--- src/rtl/rbm_iteration_scheduler_if.sv ---
// Handshake and result bundle between the iteration scheduler and its host.
// The host drives start/layer inputs; the scheduler drives layer reset, status and results.
interface rbm_iteration_scheduler_if #(
   parameter int unsigned output_dim  = 10,
   parameter int unsigned count_width = 12,
   parameter int unsigned idx_width   = 4
);
   logic                              start;
   logic                              layer_finish;
   logic [output_dim-1:0]             layer_sample;
   logic                              layer_reset;
   logic                              busy;
   logic                              done;
   logic [output_dim*count_width-1:0] votes;
   logic [idx_width-1:0]              class_idx;
   logic [count_width-1:0]            class_count;

   modport master (
      output start, layer_finish, layer_sample,
      input  layer_reset, busy, done, votes, class_idx, class_count
   );

   modport slave (
      input  start, layer_finish, layer_sample,
      output layer_reset, busy, done, votes, class_idx, class_count
   );
endinterface

--- src/rtl/rbm_iteration_scheduler.sv ---
// Restarts the RBM layers once per iteration, accumulates per-class votes with
// saturation, then resolves the winner with a serial lowest-index-wins argmax.
module rbm_iteration_scheduler #(
   parameter int unsigned output_dim    = 10,
   parameter int unsigned count_width   = 12,
   parameter int unsigned idx_width     = 4,
   parameter int unsigned iteration_num = 30
) (
   input logic                  clock,
   input logic                  reset,
   rbm_iteration_scheduler_if.slave bus
);
   localparam int unsigned iter_width =
      (iteration_num == 0) ? 1 : (($clog2(iteration_num + 1) < 1) ? 1 : $clog2(iteration_num + 1));

   typedef enum logic [2:0] {
      IDLE, LAUNCH, RUN, ACCUM, ARGMAX, DONE
   } state_t;

   state_t                  state;
   logic                    layer_reset_q;
   logic                    busy_q;
   logic                    done_q;
   logic [count_width-1:0]  votes_q [output_dim];
   logic [output_dim-1:0]   capture_q;
   logic [iter_width-1:0]   iter_q;
   logic [idx_width-1:0]    scan_q;
   logic [idx_width-1:0]    class_idx_q;
   logic [count_width-1:0]  class_count_q;

   logic [count_width-1:0]  cur_vote;
   logic [iter_width-1:0]   iter_next;

   // Vote under the argmax scan pointer
   always_comb begin
      cur_vote = '0;
      for (int unsigned i = 0; i < output_dim; i++) begin
         if (scan_q == idx_width'(i)) cur_vote = votes_q[i];
      end
   end

   assign iter_next = iter_q + iter_width'(1);

   always_ff @(posedge clock or posedge reset) begin
      if (reset) begin
         state         <= IDLE;
         layer_reset_q <= 1'b1;
         busy_q        <= 1'b0;
         done_q        <= 1'b0;
         capture_q     <= '0;
         iter_q        <= '0;
         scan_q        <= '0;
         class_idx_q   <= '0;
         class_count_q <= '0;
         for (int unsigned i = 0; i < output_dim; i++) votes_q[i] <= '0;
      end else begin
         case (state)
            IDLE: begin
               layer_reset_q <= 1'b1;
               done_q        <= 1'b0;
               busy_q        <= 1'b0;
               if (bus.start) begin
                  for (int unsigned i = 0; i < output_dim; i++) votes_q[i] <= '0;
                  iter_q        <= '0;
                  scan_q        <= '0;
                  class_idx_q   <= '0;
                  class_count_q <= '0;
                  busy_q        <= 1'b1;
                  state         <= LAUNCH;
               end
            end
            LAUNCH: begin
               if (iteration_num == 0) begin
                  scan_q <= '0;
                  state  <= ARGMAX;
               end else begin
                  layer_reset_q <= 1'b0;
                  state         <= RUN;
               end
            end
            RUN: begin
               if (bus.layer_finish) begin
                  capture_q     <= bus.layer_sample;
                  layer_reset_q <= 1'b1;
                  state         <= ACCUM;
               end
            end
            ACCUM: begin
               // Saturating increment: a full counter stays full
               for (int unsigned i = 0; i < output_dim; i++) begin
                  if (capture_q[i] && (votes_q[i] != '1)) votes_q[i] <= votes_q[i] + count_width'(1);
               end
               iter_q <= iter_next;
               if (iter_next == iter_width'(iteration_num)) begin
                  scan_q <= '0;
                  state  <= ARGMAX;
               end else begin
                  state  <= LAUNCH;
               end
            end
            ARGMAX: begin
               if (scan_q == '0) begin
                  class_idx_q   <= '0;
                  class_count_q <= cur_vote;
               end else if (cur_vote > class_count_q) begin
                  class_idx_q   <= scan_q;
                  class_count_q <= cur_vote;
               end
               if (scan_q == idx_width'(output_dim - 1)) begin
                  done_q <= 1'b1;
                  state  <= DONE;
               end else begin
                  scan_q <= scan_q + idx_width'(1);
               end
            end
            DONE: begin
               done_q <= 1'b0;
               busy_q <= 1'b0;
               state  <= IDLE;
            end
            default: begin
               layer_reset_q <= 1'b1;
               busy_q        <= 1'b0;
               done_q        <= 1'b0;
               state         <= IDLE;
            end
         endcase
      end
   end

   assign bus.layer_reset = layer_reset_q;
   assign bus.busy        = busy_q;
   assign bus.done        = done_q;
   assign bus.class_idx   = class_idx_q;
   assign bus.class_count = class_count_q;

   for (genvar g = 0; g < output_dim; g++) begin : g_votes
      assign bus.votes[g*count_width +: count_width] = votes_q[g];
   end
endmodule

--- src/flat_wrapper.sv ---
// flat-port wrapper written by rule: the top's interface ports become plain ports
module rbm_iteration_scheduler_flat 
#(
   parameter int unsigned output_dim    = 10,
   parameter int unsigned count_width   = 12,
   parameter int unsigned idx_width     = 4,
   parameter int unsigned iteration_num = 30
)
  (clock, reset, bus_start, bus_layer_finish, bus_layer_sample, bus_layer_reset, bus_busy, bus_done, bus_votes, bus_class_idx, bus_class_count);
  rbm_iteration_scheduler_if #(.output_dim(output_dim), .count_width(count_width), .idx_width(idx_width)) bus_i ();
  input logic clock;
  input logic reset;
  input wire logic [$bits(bus_i.start)-1:0] bus_start;
  input wire logic [$bits(bus_i.layer_finish)-1:0] bus_layer_finish;
  input wire logic [$bits(bus_i.layer_sample)-1:0] bus_layer_sample;
  output wire logic [$bits(bus_i.layer_reset)-1:0] bus_layer_reset;
  output wire logic [$bits(bus_i.busy)-1:0] bus_busy;
  output wire logic [$bits(bus_i.done)-1:0] bus_done;
  output wire logic [$bits(bus_i.votes)-1:0] bus_votes;
  output wire logic [$bits(bus_i.class_idx)-1:0] bus_class_idx;
  output wire logic [$bits(bus_i.class_count)-1:0] bus_class_count;
  assign bus_i.start = bus_start;
  assign bus_i.layer_finish = bus_layer_finish;
  assign bus_i.layer_sample = bus_layer_sample;
  assign bus_layer_reset = bus_i.layer_reset;
  assign bus_busy = bus_i.busy;
  assign bus_done = bus_i.done;
  assign bus_votes = bus_i.votes;
  assign bus_class_idx = bus_i.class_idx;
  assign bus_class_count = bus_i.class_count;
  rbm_iteration_scheduler #(.output_dim(output_dim), .count_width(count_width), .idx_width(idx_width), .iteration_num(iteration_num)) u_core (.clock(clock), .reset(reset), .bus(bus_i));
endmodule
--- config.mk ---
export PLATFORM = sky130hd
export DESIGN_NAME = rbm_iteration_scheduler_flat
export DESIGN_NICKNAME = d
export VERILOG_FILES = /design/src/rtl/rbm_iteration_scheduler_if.sv /design/src/rtl/rbm_iteration_scheduler.sv /design/src/flat_wrapper.sv
export SDC_FILE = /design/constraint.sdc
export NUM_CORES = 1
export LEC_CHECK = 0
export ABC_AREA = 1
export CAP_MARGIN = 10
export CORE_MARGIN = 8
export CORE_UTILIZATION = 65
export CTS_BUF_LIST = sky130_fd_sc_hd__clkbuf_8
export DETAILED_ROUTE_END_ITERATION = 8
export DONT_BUFFER_PORTS = 1
export PLACE_DENSITY = 0.84
export SETUP_SLACK_MARGIN = 0.1
export SLEW_MARGIN = 20
export SYNTH_ARGS = -nofsm -noshare
export SYNTH_HDL_FRONTEND = slang
export SYNTH_SLANG_ARGS = --single-unit
--- constraint.sdc ---
create_clock -name clock -period 6.55 [get_ports clock]
set_input_delay 0.3275 -clock clock [delete_from_list [all_inputs] [get_ports clock]]
set_output_delay 0.3275 -clock clock [all_outputs]
set_load 0.01 [all_outputs]
==> run summary <==
Status: complete, no violations
Later-pin clock latency in the skew report: 0.48 ns
Die W: 143.3 um
Synth cell types: 48
Worst hold path class: in -> reg
FP Rows: 46
GR Util All Layers: 30.53%
DRT Pass-1 Iters: 6
Max-Cap Viols: 0
Nets: 1490
R2R Setup Slk: 2.06 ns
Final Skew: 0.01559 ns
Starting Density: 66.34%
Cells on worst reg2reg path: 20
Min setup slack post-route: 2.062 ns
RSZ-0062 raised after global routing: no
Leakage: 0.004893 uW
Dpl ws: 2.224 ns
DR WL/cell: 18.13 um
Final Hold Viols: 0
Max Clk Rate: 0.2228 GHz
Port bufs: 0
Async SR Flop Fraction: 100.0%
Global-route wire length before repair: 49.35 mm
Overall die height: 143.3 um
Drt drc: 0
CP max stage cell: ha_1
Setup violations, final: 0
Crit path required time: 6.96 ns
Commonest non-fill, non-tap cell in the layout: nand2_1
CTS Buf Count: 17
EDFF count, synth: 0
Mapped cell area: 10540 um2
DRT iter0 DRCs: 1105
Period minus WS final: 4.488 ns
Slew margin rel.: 37.34%
CTS sink cnt: 161
Io pins: 153
Reg2reg start: u_core.scan_q[1]
Pin count of the biggest net entering global routing: 101
Critical path buffers and inverters: 3
Post-Synth Simple-Gate Area: 32.34%
CTS clk-pin slew, worst paths: 0.09 ns
TNS Setup: 0 ns
Hold EP: u_core.capture_q[4]
PD cells: 315.1 nW/um2
#FFs+latches synth: 161
CP Launch Type: flop
Vias in the first global route: 9418
Final Wtd Congestion: 1.021
Most frequent cells in the layout: nand2_1, inv_1, nand3_1
Gr ovfl total: 0
Maximum fanout along the worst path: 26
Compound-Gate Fraction of Synth Area: 11.11%
Share of layout cells above drive strength 1: 6.511%
Dpl hpwl: 22.37 mm
CP cell instances: inv_1 -> ha_1 -> nand3_1 -> inv_1 -> a21oi_1 -> nand2_1 -> nand2_1 -> nand3_1 -> nand3_1 -> nand2_1 -> inv_1 -> ha_1 -> nand4_1 -> nor2_1 -> nand2_1 -> nand3_1 -> o21ai_0 -> a21oi_2 -> nand3_1 -> nand2_1
Worst Tran Pin Value: 0.9388 ns
Worst path max stage delay: 0.70 ns
Area share of fa/ha/maj cells after synthesis: 3.324%
Initial antenna violation count: 0
Delay-heaviest family, CP: simple AND/OR/NAND/NOR gates
Cells after Synth: 1468
Reg-to-Reg End: u_core.bus.class_count[7]
Clk buf depth: 2
Core Region: 15890 um2
XOR/XNOR Fraction of Synth Area: 3.657%
Mapped Nets: 1510
Die area: 20540 um2
HP Start: bus_layer_sample[4]
CTS Root Cell: clkbuf_8
DRT Wirelength: 30.37 mm
Crit path DAT: 4.90 ns
Max-slew violation count: 0
Ant. Diodes: 0
H-tree depth: 4
Post-route antenna net violation count: 0
Seq/Total Area, Yosys: 38.24%
Maximum vdd drop: 0.0001854 V
Setup CP Type: reg -> reg
Yosys warning total: 0
Vias/cell: 6.011
CP endpoint kind: flop
Syn avg cell area: 7.179 um2
CTS tree: yes
Main combinational cell family by area after synthesis: simple AND/OR/NAND/NOR gates
Top FF cell, synth: dfrtp_1
Via count: 10070
P&R area growth vs syn: 4.606%
Min-Delay Path Depth: 2
Tcrit/Tclk final: 68.53%
Multiplexer share of the synthesized area: 0.9617%
==> timing repair <==
item                       CTS  global route
gates resized for setup      0             0
hold endpoints to repair   106             0
setup buffers                0             0
setup endpoints to repair    0             0
hold buffers                 9             0
==> synthesized netlist by cell type, types with 2 or more instances <==
master	n	area, um2
a21boi_0	2	15.01
a21boi_1	2	15.01
a21oi_1	64	320.3
a21oi_2	3	26.28
buf_1	4	15.01
buf_2	18	90.09
buf_4	9	67.56
buf_6	5	56.30
clkbuf_1	15	56.30
dfrtp_1	160	4004
ha_1	28	350.3
inv_1	208	780.8
inv_2	7	26.28
mux2_2	8	90.09
nand2_1	333	1250
nand2_2	10	62.56
nand2_4	3	33.78
nand3_1	166	830.8
nand3_2	7	70.07
nand3b_1	2	15.01
nand4_1	40	250.2
nor2_1	123	461.7
nor2_4	4	45.04
nor3_1	41	205.2
nor3_2	5	50.05
nor3b_1	3	22.52
nor4_1	10	62.56
o21a_1	3	22.52
o21ai_0	97	485.5
o21ai_1	11	55.05
o21ai_2	5	43.79
o21ai_4	3	48.80
o31ai_1	9	67.56
or2_2	4	25.02
xnor2_1	5	43.79
xor2_1	39	341.6
==> stage by stage <==
step	instances	power, uW	hold slack, ns	cell area (um2)	util [%]
4_1_cts	1675	3454	0.0002742	11020	69.40
5_1_grt	1675	3711	0.007177	11020	69.40
3_3_place_gp	1636	2652	0.4459	10550	66.42
2_1_floorplan	1468	2380	0.4759	10540	-
3_5_place_dp	1636	2704	0.4491	10550	66.42
6_report	1675	3474	0.01502	11020	69.40
==> how the worst max path moves through the flow <==
| stage | start | end | slack (ns) | depth (start not counted) |
|---|---|---|---|---|
| 5_1_grt | u_core.scan_q[1] | u_core.bus.class_count[8] | 1.58 | 20 |
| 3_5_place_dp | u_core.scan_q[1] | u_core.bus.class_count[7] | 2.22 | 20 |
| 2_1_floorplan | reset | u_core.bus.busy | 1.88 | 1 |
| 3_3_place_gp | u_core.scan_q[1] | u_core.bus.class_count[2] | 2.39 | 20 |
| 6_report | u_core.scan_q[1] | u_core.bus.class_count[7] | 2.06 | 20 |
| 4_1_cts | u_core.scan_q[1] | u_core.bus.class_count[7] | 2.19 | 20 |
==> power breakdown <==
group          switching (uW)  internal [uW]
sequential                183           1120
clock                     384            367
combinational            1020            409
total                    1580           1890
==> cells by family (layout without fill, tap and decap cells) <==
group           count (synthesis)  count (layout)
mux                             9               9
buf+inv                       266             257
flops                         161             161
xor+xnor                       44              44
fa+ha+maj                      28              28
simple gates                  753             753
compound gates                207             207
==> sequential cells by signal, indices dropped and copies added (netlist names) <==
name	cells
u_core.bus.busy	1
u_core.bus.class_count	12
u_core.bus.class_idx	4
u_core.bus.done	1
u_core.bus.layer_reset	1
u_core.bus.votes	120
u_core.capture_q	10
u_core.iter_q	5
u_core.scan_q	4
u_core.state	3
==> layout make-up <==
cell class / instances / area [um2]
inverters: 215 / 812.0
repair buffers: 12 / 112.6
clock inverters: 13 / 148.9
flip-flops and latches: 161 / 4030
fillers: 1346 / 4861
well taps: 216 / 270.3
multi-input cells: 1041 / 5416
clock buffers: 17 / 234.0
==> per-layer routing <==
metal	vias to the layer above	GRT usage [%]	share of wire, %	wire length, um
met4	0	12.73	3.6	1107
met1	4716	40.15	41	12320
met2	523	46.08	44	13500
li1	4741	-	-	-
met3	89	9.224	11	3445
met5	-	0	0	0
No activity file was read; power rests on OpenSTA's default activity.
